==> src/rtl/ls1u_bus_sequencer_pkg.sv <==
// Shared types for the KC-LS1u bus sequencer.
//   state_e    : transaction state machine encoding
//   req_kind_e : kind of the transaction currently owned by the sequencer
//   DefaultTimeout : default watchdog limit in cycles
package ls1u_bus_pkg;

  typedef enum logic [2:0] {
    StIdle,
    StIfetch,
    StDread,
    StDwrite,
    StResp
  } state_e;

  typedef enum logic [1:0] {
    ReqFetch,
    ReqLoad,
    ReqStore
  } req_kind_e;

  localparam int unsigned DefaultTimeout = 255;

endpackage

==> src/rtl/ls1u_bus_sequencer_if.sv <==
// Request/response channel between the bus sequencer and bus_unit.
//   write_through_req : byte-lane write strobes      (master -> slave)
//   read_req          : single read request          (master -> slave)
//   pa                : transaction byte address     (master -> slave)
//   wt_data           : write data, byte duplicated  (master -> slave)
//   line_data         : read data                    (slave -> master)
//   trans_rdy         : transaction done             (slave -> master)
//   bus_error         : transaction failed           (slave -> master)
interface ls1u_bus_sequencer_if #(
  parameter int unsigned ADDR_W = 24
) ();

  logic [1:0]        write_through_req;
  logic              read_req;
  logic [ADDR_W-1:0] pa;
  logic [15:0]       wt_data;
  logic [15:0]       line_data;
  logic              trans_rdy;
  logic              bus_error;

  modport master (
    output write_through_req,
    output read_req,
    output pa,
    output wt_data,
    input  line_data,
    input  trans_rdy,
    input  bus_error
  );

  modport slave (
    input  write_through_req,
    input  read_req,
    input  pa,
    input  wt_data,
    output line_data,
    output trans_rdy,
    output bus_error
  );

endinterface

==> src/rtl/ls1u_bus_sequencer_watchdog.sv <==
// Per-transaction watchdog: saturating cycle counter.
//   clk, rst : clock, asynchronous active-high reset
//   clear    : restart the count (asserted on grant)
//   enable   : count this cycle (asserted while a transaction is busy)
//   expired  : the current busy cycle is the Limit-th one; never fires when Limit is 0
module ls1u_bus_watchdog #(
  parameter int unsigned Limit = 255
) (
  input  logic clk,
  input  logic rst,
  input  logic clear,
  input  logic enable,
  output logic expired
);

  localparam int unsigned    CntW    = (Limit > 1) ? $clog2(Limit) : 1;
  // Limit == 0 wraps here, but expired is masked off in that case.
  localparam logic [CntW-1:0] LastCnt = CntW'(Limit - 1);

  logic [CntW-1:0] count_q;

  always_ff @(posedge clk or posedge rst) begin
    if (rst) begin
      count_q <= '0;
    end else if (clear) begin
      count_q <= '0;
    end else if (enable && (count_q != '1)) begin
      count_q <= count_q + 1'b1;
    end
  end

  assign expired = (Limit != 0) && enable && (count_q == LastCnt);

endmodule

==> src/rtl/ls1u_bus_sequencer.sv <==
// Cache-less bus sequencer: arbitrates instruction fetches and data accesses onto bus_unit.
//   clk, rst                    : clock, asynchronous active-high reset
//   ifetch_req, iaddr           : fetch request (held until instr_ready), word address
//   instr, instr_ready          : last fetched word, one-cycle completion pulse
//   dread, dwrite, daddr, dwdata: data request (held until dready), byte address, write byte
//   drdata, dready              : last read byte, one-cycle completion pulse
//   *_acc_fault                 : one-cycle fault pulses on bus error or watchdog expiry
//   bus                         : registered request channel to bus_unit
module ls1u_bus_sequencer
  import ls1u_bus_pkg::*;
#(
  parameter int unsigned ADDR_W  = 24,
  parameter int unsigned TIMEOUT = DefaultTimeout
) (
  input  logic                 clk,
  input  logic                 rst,
  input  logic                 ifetch_req,
  input  logic [22:0]          iaddr,
  output logic [15:0]          instr,
  output logic                 instr_ready,
  input  logic                 dread,
  input  logic                 dwrite,
  input  logic [23:0]          daddr,
  input  logic [7:0]           dwdata,
  output logic [7:0]           drdata,
  output logic                 dready,
  output logic                 ins_acc_fault,
  output logic                 load_acc_fault,
  output logic                 store_acc_fault,
  ls1u_bus_sequencer_if.master bus
);

  state_e            state_q, state_d;
  req_kind_e         kind_q;
  logic              last_data_q;
  logic              lane_q;
  logic [ADDR_W-1:0] pa_q;
  logic [15:0]       wt_data_q;
  logic [15:0]       instr_q;
  logic [7:0]        drdata_q;
  logic              read_req_q;
  logic [1:0]        wtr_q;
  logic              instr_ready_q;
  logic              dready_q;
  logic [2:0]        fault_q;  // {store, load, ins}

  logic data_req, grant_fetch, grant_data, busy, done, fault, expired;

  assign data_req = dread | dwrite;
  assign busy     = (state_q == StIfetch) || (state_q == StDread) || (state_q == StDwrite);

  always_comb begin
    state_d     = state_q;
    grant_fetch = 1'b0;
    grant_data  = 1'b0;
    done        = 1'b0;
    fault       = 1'b0;
    case (state_q)
      StIdle: begin
        // Data normally wins; a fetch pending right after a data grant wins instead.
        if (data_req && !(last_data_q && ifetch_req)) begin
          grant_data = 1'b1;
          state_d    = dwrite ? StDwrite : StDread;
        end else if (ifetch_req) begin
          grant_fetch = 1'b1;
          state_d     = StIfetch;
        end
      end
      StIfetch, StDread, StDwrite: begin
        fault = bus.bus_error | expired;
        done  = fault | bus.trans_rdy;
        if (done) begin
          state_d = StResp;
        end
      end
      StResp:  state_d = StIdle;
      default: state_d = StIdle;
    endcase
  end

  ls1u_bus_watchdog #(
    .Limit(TIMEOUT)
  ) u_watchdog (
    .clk    (clk),
    .rst    (rst),
    .clear  (grant_fetch | grant_data),
    .enable (busy),
    .expired(expired)
  );

  always_ff @(posedge clk or posedge rst) begin
    if (rst) begin
      state_q       <= StIdle;
      kind_q        <= ReqFetch;
      last_data_q   <= 1'b0;
      lane_q        <= 1'b0;
      pa_q          <= '0;
      wt_data_q     <= '0;
      instr_q       <= '0;
      drdata_q      <= '0;
      read_req_q    <= 1'b0;
      wtr_q         <= '0;
      instr_ready_q <= 1'b0;
      dready_q      <= 1'b0;
      fault_q       <= '0;
    end else begin
      state_q       <= state_d;
      instr_ready_q <= done && (kind_q == ReqFetch);
      dready_q      <= done && (kind_q != ReqFetch);
      fault_q       <= {fault && (kind_q == ReqStore),
                        fault && (kind_q == ReqLoad),
                        fault && (kind_q == ReqFetch)};
      if (grant_fetch) begin
        kind_q      <= ReqFetch;
        last_data_q <= 1'b0;
        pa_q        <= ADDR_W'({iaddr, 1'b0});
        read_req_q  <= 1'b1;
        wtr_q       <= '0;
      end
      if (grant_data) begin
        kind_q      <= dwrite ? ReqStore : ReqLoad;
        last_data_q <= 1'b1;
        lane_q      <= daddr[0];
        pa_q        <= ADDR_W'(daddr);
        wt_data_q   <= {dwdata, dwdata};
        read_req_q  <= ~dwrite;
        wtr_q       <= dwrite ? {daddr[0], ~daddr[0]} : 2'b00;
      end
      if (done) begin
        read_req_q <= 1'b0;
        wtr_q      <= '0;
        // Return registers only update on a clean completion.
        if (!fault) begin
          if (kind_q == ReqFetch) begin
            instr_q <= bus.line_data;
          end else if (kind_q == ReqLoad) begin
            drdata_q <= lane_q ? bus.line_data[15:8] : bus.line_data[7:0];
          end
        end
      end
    end
  end

  assign instr                 = instr_q;
  assign drdata                = drdata_q;
  assign instr_ready           = instr_ready_q;
  assign dready                = dready_q;
  assign ins_acc_fault         = fault_q[0];
  assign load_acc_fault        = fault_q[1];
  assign store_acc_fault       = fault_q[2];
  assign bus.pa                = pa_q;
  assign bus.wt_data           = wt_data_q;
  assign bus.read_req          = read_req_q;
  assign bus.write_through_req = wtr_q;

endmodule

==> src/flat_wrapper.sv <==
// flat-port wrapper written by rule: the top's interface ports become plain ports
module ls1u_bus_sequencer_flat import ls1u_bus_pkg::*;
#(
  parameter int unsigned ADDR_W  = 24,
  parameter int unsigned TIMEOUT = DefaultTimeout
)
  (clk, rst, ifetch_req, iaddr, instr, instr_ready, dread, dwrite, daddr, dwdata, drdata, dready, ins_acc_fault, load_acc_fault, store_acc_fault, bus_write_through_req, bus_read_req, bus_pa, bus_wt_data, bus_line_data, bus_trans_rdy, bus_bus_error);
  ls1u_bus_sequencer_if #(.ADDR_W(ADDR_W)) bus_i ();
  input  logic clk;
  input  logic rst;
  input  logic ifetch_req;
  input  logic [22:0] iaddr;
  output logic [15:0] instr;
  output logic instr_ready;
  input  logic dread;
  input  logic dwrite;
  input  logic [23:0] daddr;
  input  logic [7:0] dwdata;
  output logic [7:0] drdata;
  output logic dready;
  output logic ins_acc_fault;
  output logic load_acc_fault;
  output logic store_acc_fault;
  output wire logic [$bits(bus_i.write_through_req)-1:0] bus_write_through_req;
  output wire logic [$bits(bus_i.read_req)-1:0] bus_read_req;
  output wire logic [$bits(bus_i.pa)-1:0] bus_pa;
  output wire logic [$bits(bus_i.wt_data)-1:0] bus_wt_data;
  input wire logic [$bits(bus_i.line_data)-1:0] bus_line_data;
  input wire logic [$bits(bus_i.trans_rdy)-1:0] bus_trans_rdy;
  input wire logic [$bits(bus_i.bus_error)-1:0] bus_bus_error;
  assign bus_write_through_req = bus_i.write_through_req;
  assign bus_read_req = bus_i.read_req;
  assign bus_pa = bus_i.pa;
  assign bus_wt_data = bus_i.wt_data;
  assign bus_i.line_data = bus_line_data;
  assign bus_i.trans_rdy = bus_trans_rdy;
  assign bus_i.bus_error = bus_bus_error;
  ls1u_bus_sequencer #(.ADDR_W(ADDR_W), .TIMEOUT(TIMEOUT)) u_core (.clk(clk), .rst(rst), .ifetch_req(ifetch_req), .iaddr(iaddr), .instr(instr), .instr_ready(instr_ready), .dread(dread), .dwrite(dwrite), .daddr(daddr), .dwdata(dwdata), .drdata(drdata), .dready(dready), .ins_acc_fault(ins_acc_fault), .load_acc_fault(load_acc_fault), .store_acc_fault(store_acc_fault), .bus(bus_i));
endmodule
==> config.mk <==
export PLATFORM = sky130hd
export DESIGN_NAME = ls1u_bus_sequencer_flat
export DESIGN_NICKNAME = d
export VERILOG_FILES = /design/src/rtl/ls1u_bus_sequencer_pkg.sv /design/src/rtl/ls1u_bus_sequencer_if.sv /design/src/rtl/ls1u_bus_sequencer_watchdog.sv /design/src/rtl/ls1u_bus_sequencer.sv /design/src/flat_wrapper.sv
export SDC_FILE = /design/constraint.sdc
export NUM_CORES = 1
export LEC_CHECK = 0
export ABC_AREA = 1
export CAP_MARGIN = 40
export CORE_MARGIN = 3
export CORE_UTILIZATION = 35
export DETAILED_ROUTE_END_ITERATION = 7
export PLACE_DENSITY = 0.71
export SYNTH_ARGS = -nofsm -noshare
export SYNTH_HDL_FRONTEND = slang
export SYNTH_HIERARCHICAL = 1
export SYNTH_SLANG_ARGS = --single-unit
==> constraint.sdc <==
create_clock -name clk -period 2.3 [get_ports clk]
set_clock_uncertainty 0.15 [all_clocks]
set_input_delay 0.23 -clock clk [delete_from_list [all_inputs] [get_ports clk]]
set_output_delay 0.23 -clock clk [all_outputs]
set_load 0.1 [all_outputs]
==> qor.csv, run 1 <==
stage,metric,value,unit
drt,DRC Markers,0,
global_route,Congestion Overflow GR,0,
critical_path,crit-path cells,inv_1 -> ha_1 -> nand2_1 -> nor4_1 -> buf_4 -> nor2_4 -> nand2_1 -> nand2_4 -> inv_2 -> nand2_4 -> nand2_1 -> nand2_1,
critical_path,Startpoint Class,register,
global_route,largest net degree at the start of global routing,58,
floorplanning,Initial Util,36.1,%
cts,post-CTS sizing,0,
critical_path,Crit path largest cell delay,0.41,ns
synth,#FFs+latches synth,79,
cts,Root Buffer,clkbuf_8,
cells_and_area,ant diodes,0,
synth,Syn. warnings,6,
synth,Mean Syn Cell Area,7.56,µm²
drt,DR vias,3580,
cells_and_area,# fillers,1053,
synth,synth unique cells,25,
cells_and_area,Layout Nets,745,
drt,Avg WL per Cell,12.3,µm
sta,setup TNS,0,ns
cts,number of buffers created by CTS,9,
critical_path,Crit Path Class,reg2reg,
sta,maximum achievable frequency,0.501,GHz
flow_run,max_cap viols,0,
placed_design,detailed placement HPWL,7.59,mm
global_route,number of antenna violations at the first check in global routing,0,
cells_and_area,area delta synth->final,40.0,%
critical_path,CP Data Required Time,2.38,ns
drt,Pre-antenna DRT Iters,6,
critical_path,Critical Path Sink Type,register,
synth,syn_nets,600,
sta,endpoints failing hold,0,
sta,RSZ-0062 raised after global routing,false,
placed_design,placer congestion estimate,0.872,
global_route,first-pass GRT wire length,16.9,mm
critical_path,worst path arrival time,2.08,ns
cts,Worst-path clk slew,0.08,ns
floorplanning,Top-Level Pins,150,
drt,drt first-iter violations,159,
sta,Final Cycle Share,86.8,%
cts,clk_lat worst skew,0.34,ns
floorplanning,DIE WIDTH,112,µm
cts,clock sink count,79,
cts,htree depth,3,
critical_path,"Slowest-stage cell, CP",dfrtp_1,
worst_hold_path,Hold Path Class,in2async,
synth,mapped cell area,3930,µm²
cts,buffers inserted by post-CTS timing repair,0,
global_route,vias in the first global route,3581,
cts,clock buffer depth,2,
critical_path,Most Frequent Cell on Critical Path,nand2_1,
drt,Routed WL,9.98,mm
drt,Final ANT Viol Nets,0,
floorplanning,Rows,38,
floorplanning,die area,12500,µm²
critical_path,CP Max Fanout,10,
cts,CTS tree,built,
cells_and_area,layout cells sized above 1,17.8,%
cts,# hold bufs at CTS,0,
synth,sequential area share after synthesis,50.3,%
floorplanning,Die Height,112,µm
sta,Slew @ Worst Pin,0.418,ns
sta,Relative slew margins,72.1,%
outcome,status,"complete, no violations",
global_route,Total GRT Usage,16.1,%
synth,Post-Syn Instances,520,
placed_design,IO Port Bufs,149,
sta,"Slew Viols, Final",0,
floorplanning,Core Region,10900,µm²
drt,vias per cell,4.42,
sta,Finish-stage setup viols,0,
sta,crit path time final,2.00,ns
[cell usage after synthesis, drive strengths merged]
cell    number  share of area [%]
nor3         1               0.13
dfrtp       79                 50
buf         22                4.7
ha           2               0.64
nand3       18                2.3
nor4         1               0.16
nand2      259                 26
nor2        74                8.2
clkinv       2               0.22
nand4        3               0.86
xor2         2               0.45
a21oi        1               0.13
o21ai       10                1.6
inv         46                4.4
[per-layer routing]
layer	global-route usage, %	part of all wire (%)	up-vias
li1	-	-	1837
met1	21.1	45	1622
met5	0	0	-
met2	26.5	47	108
met4	5.21	1.5	0
met3	3.97	6.5	13
[worst paths after layout]
check                                                         start                                        to  slack, ns  depth (start not counted)
hold reg to reg                        u_core/drdata[7]$_DFFE_PP0P_              u_core/drdata[7]$_DFFE_PP0P_       0.33                          2
max in group asynchronous                                       rst              u_core/bus.pa[5]$_DFFE_PP0P_       1.33                          3
setup reg to reg           u_core/u_watchdog/count_q[0]$_DFFE_PP0P_              u_core/drdata[3]$_DFFE_PP0P_       0.30                         12
setup / recovery           u_core/u_watchdog/count_q[0]$_DFFE_PP0P_              u_core/drdata[3]$_DFFE_PP0P_       0.30                         12
min in group clk                                          dwdata[0]         u_core/bus.wt_data[8]$_DFFE_PP0P_       0.28                          3
hold / removal                                                  rst  u_core/u_watchdog/count_q[6]$_DFFE_PP0P_       0.03                          2
[critical path, delay by kind of cell, from the launching register on]
family | cells | cell delay, ns
DFF | 1 | 0.41
and+or+nand+nor | 8 | 0.71
buffers and inverters | 3 | 0.46
adders and majority gates | 1 | 0.17
[placed cells by master (no fill, tap or decap), drive strengths merged]
cell type | netlist | final
clkdlybuf4s50 | 0 | 77
xor2 | 2 | 2
clkinvlp | 0 | 2
buf | 22 | 79
clkbuf | 0 | 11
o21ai | 10 | 10
nand4 | 3 | 3
nor3 | 1 | 1
nor2 | 74 | 74
ha | 2 | 2
dfrtp | 79 | 79
nand2 | 259 | 259
clkinv | 2 | 4
nand3 | 18 | 18
nor4 | 1 | 1
bufinv | 0 | 1
a21oi | 1 | 1
inv | 46 | 46
[registers in the layout, indices dropped and copies added (netlist names), 2 cells and up]
name / flops
u_core/bus.pa: 24
u_core/instr: 16
u_core/fault_q: 3
u_core/bus.write_through_req: 2
u_core/bus.wt_data: 8
u_core/drdata: 8
u_core/u_watchdog/count_q: 8
u_core/kind_q: 2
u_core/state_q: 3
[cells by family after synthesis]
group / count (synthesis) / synth area share, %
xor gates and xnor gates: 2 / 0.446
AOI/OAI and AO/OA: 11 / 1.69
and+or+nand+nor: 356 / 37.6
DFF: 79 / 50.3
buffers and inverters: 70 / 9.30
adders and majority gates: 2 / 0.637
[final cells by class]
cell class / count / area (µm²) / area share (%)
Sequential cell: 79 / 1980 / 36.0
Clock buffer: 11 / 131 / 2.39
Timing Repair Buffer: 156 / 1390 / 25.3
Clock inverter: 5 / 58.8 / 1.07
Tap cell: 140 / 175 / 3.19
Multi-Input combinational cell: 371 / 1590 / 28.9
Inverter: 48 / 181 / 3.30
[per-stage QoR]
step | hold WS (ns) | instances | setup slack, ns | cell area (µm²) | utilization, %
global placement | 0.304 | 794 | 0.341 | 5310 | 48.8
CTS | 0.0319 | 810 | 0.306 | 5500 | 50.5
detailed placement | 0.315 | 794 | 0.261 | 5310 | 48.8
global route | 0.0604 | 810 | 0.00895 | 5500 | 50.5
floorplan | -0.104 | 520 | 0.123 | 3930 | -
finish | 0.0349 | 810 | 0.305 | 5500 | 50.5
Power of run 1 is left out: the tool's default activity adds up to more than one toggle a clock period on the data nets, which glitch-free logic cannot reach.
==> run 2: changes to the inputs <==
Settings changed: CORE_MARGIN 3 to 2.
==> qor.csv, run 2 (synthesis gave the netlist of run 1 again) <==
stage,metric,value,unit
drt,Avg WL per Cell,12.5,µm
floorplanning,Rows,38,
cells_and_area,area delta synth->final,40.1,%
cts,CTS tree,built,
cells_and_area,post-route cell area,5500,µm²
cells_and_area,most frequent cells in the layout,"250 x nand2_1, 79 x dfrtp_1, 78 x buf_4, 77 x clkdlybuf4s50_1, 66 x nor2_1",
cts,clock buffer depth,2,
drt,Final ANT Viol Nets,0,
drt,DRC Markers,0,
drt,Routed WL,10.1,mm
sta,crit path time final,1.99,ns
sta,setup TNS,0,ns
critical_path,Startpoint Class,register,
cts,Worst-path clk slew,0.09,ns
global_route,Total GRT Usage,17.4,%
cells_and_area,FF+latch area,1980,µm²
global_route,vias in the first global route,3451,
cells_and_area,Largest register FFs,24,
placed_design,placed cell areas,5320,µm²
critical_path,CP Max Fanout,10,
cts,number of buffers created by CTS,9,
cts,post-CTS sizing,0,
critical_path,worst path arrival time,2.07,ns
floorplanning,Initial Util,36.1,%
critical_path,Crit Path Class,reg2reg,
sta,Finish-stage setup viols,0,
cells_and_area,"commonest non-fill, non-tap cell in the layout",nand2_1,
global_route,first-pass GRT wire length,16.3,mm
cts,buffers inserted by post-CTS timing repair,0,
drt,DR vias,3583,
cts,clock sink count,79,
sta,RSZ-0062 raised after global routing,false,
floorplanning,Top-Level Pins,150,
cells_and_area,# fillers,1031,
worst_hold_path,Hold Path Class,in2async,
global_route,Congestion Overflow GR,0,
placed_design,IO Port Bufs,149,
floorplanning,Die Height,110,µm
flow_run,max_cap viols,0,
global_route,number of antenna violations at the first check in global routing,0,
drt,Pre-antenna DRT Iters,5,
placed_design,placer congestion estimate,0.872,
sta,Final Cycle Share,86.6,%
sta,endpoints failing hold,0,
placed_design,detailed placement HPWL,7.62,mm
cells_and_area,share of the core filled with cells,50.5,%
critical_path,Critical Path Sink Type,register,
drt,drt first-iter violations,176,
sta,maximum achievable frequency,0.502,GHz
floorplanning,die area,12100,µm²
floorplanning,Core Region,10900,µm²
outcome,status,"complete, no violations",
sta,"Slew Viols, Final",0,
critical_path,CP Data Required Time,2.38,ns
sta,Relative slew margins,64.1,%
cts,# hold bufs at CTS,0,
floorplanning,DIE WIDTH,110,µm
cells_and_area,ant diodes,0,
cts,clk_lat worst skew,0.34,ns
cts,htree depth,3,
cells_and_area,layout cells sized above 1,18.1,%
cells_and_area,Layout Nets,746,
global_route,largest net degree at the start of global routing,35,
cells_and_area,multi-input logic area,1590,µm²
cts,Root Buffer,clkbuf_8,
sta,Slew @ Worst Pin,0.537,ns
drt,vias per cell,4.42,
## run 2: stage by stage
step | worst slack [ns] | hold WS, ns | cells
after CTS | 0.309 | 0.0386 | 810
after floorplan | 0.123 | -0.104 | 520
after global placement | 0.356 | 0.308 | 795
after global routing | 0.135 | 0.0574 | 810
after detailed placement | 0.287 | 0.308 | 795
final | 0.309 | 0.0328 | 810
## run 2: area by class of cell
type,count,area share (%)
well taps,140,3.18
inverters,48,3.30
repair buffers,157,25.4
flip-flops and latches,79,35.9
clock inverters,6,1.14
multi-input cells,371,28.8
clock buffers,9,2.25
## run 2: per-layer routing
metal / wire [µm] / part of all wire [%] / track usage (%)
met5: 0 / 0 / 0
met4: 106 / 1.0 / 4.61
met3: 844 / 8.3 / 5.99
met2: 4830 / 48 / 29.1
met1: 4350 / 43 / 21.5
## run 2: final timing paths
path                                                     startpoint                                       end  slack (ns)  cells after the start
setup / recovery           u_core/u_watchdog/count_q[0]$_DFFE_PP0P_              u_core/drdata[6]$_DFFE_PP0P_        0.31                     12
hold / removal                                                  rst  u_core/u_watchdog/count_q[1]$_DFFE_PP0P_        0.03                      2
setup reg to reg           u_core/u_watchdog/count_q[0]$_DFFE_PP0P_              u_core/drdata[6]$_DFFE_PP0P_        0.31                     12
hold reg to reg                      u_core/last_data_q$_DFFE_PP0P_            u_core/last_data_q$_DFFE_PP0P_        0.32                      2
max in group asynchronous                                       rst             u_core/bus.pa[18]$_DFFE_PP0P_        1.33                      3
min in group clk                                          dwdata[4]        u_core/bus.wt_data[12]$_DFFE_PP0P_        0.27                      3
## run 2: worst max-delay path: stages, from the launching register on
cell     delay (ns)
dfrtp_1        0.40
inv_1          0.12
ha_1           0.16
nand2_1        0.04
nor4_1         0.18
buf_4          0.17
nor2_4         0.05
nand2_1        0.10
nand2_4        0.09
inv_2          0.17
nand2_4        0.11
nand2_1        0.08
nand2_1        0.05
Power of run 2 is left out for the same reason.
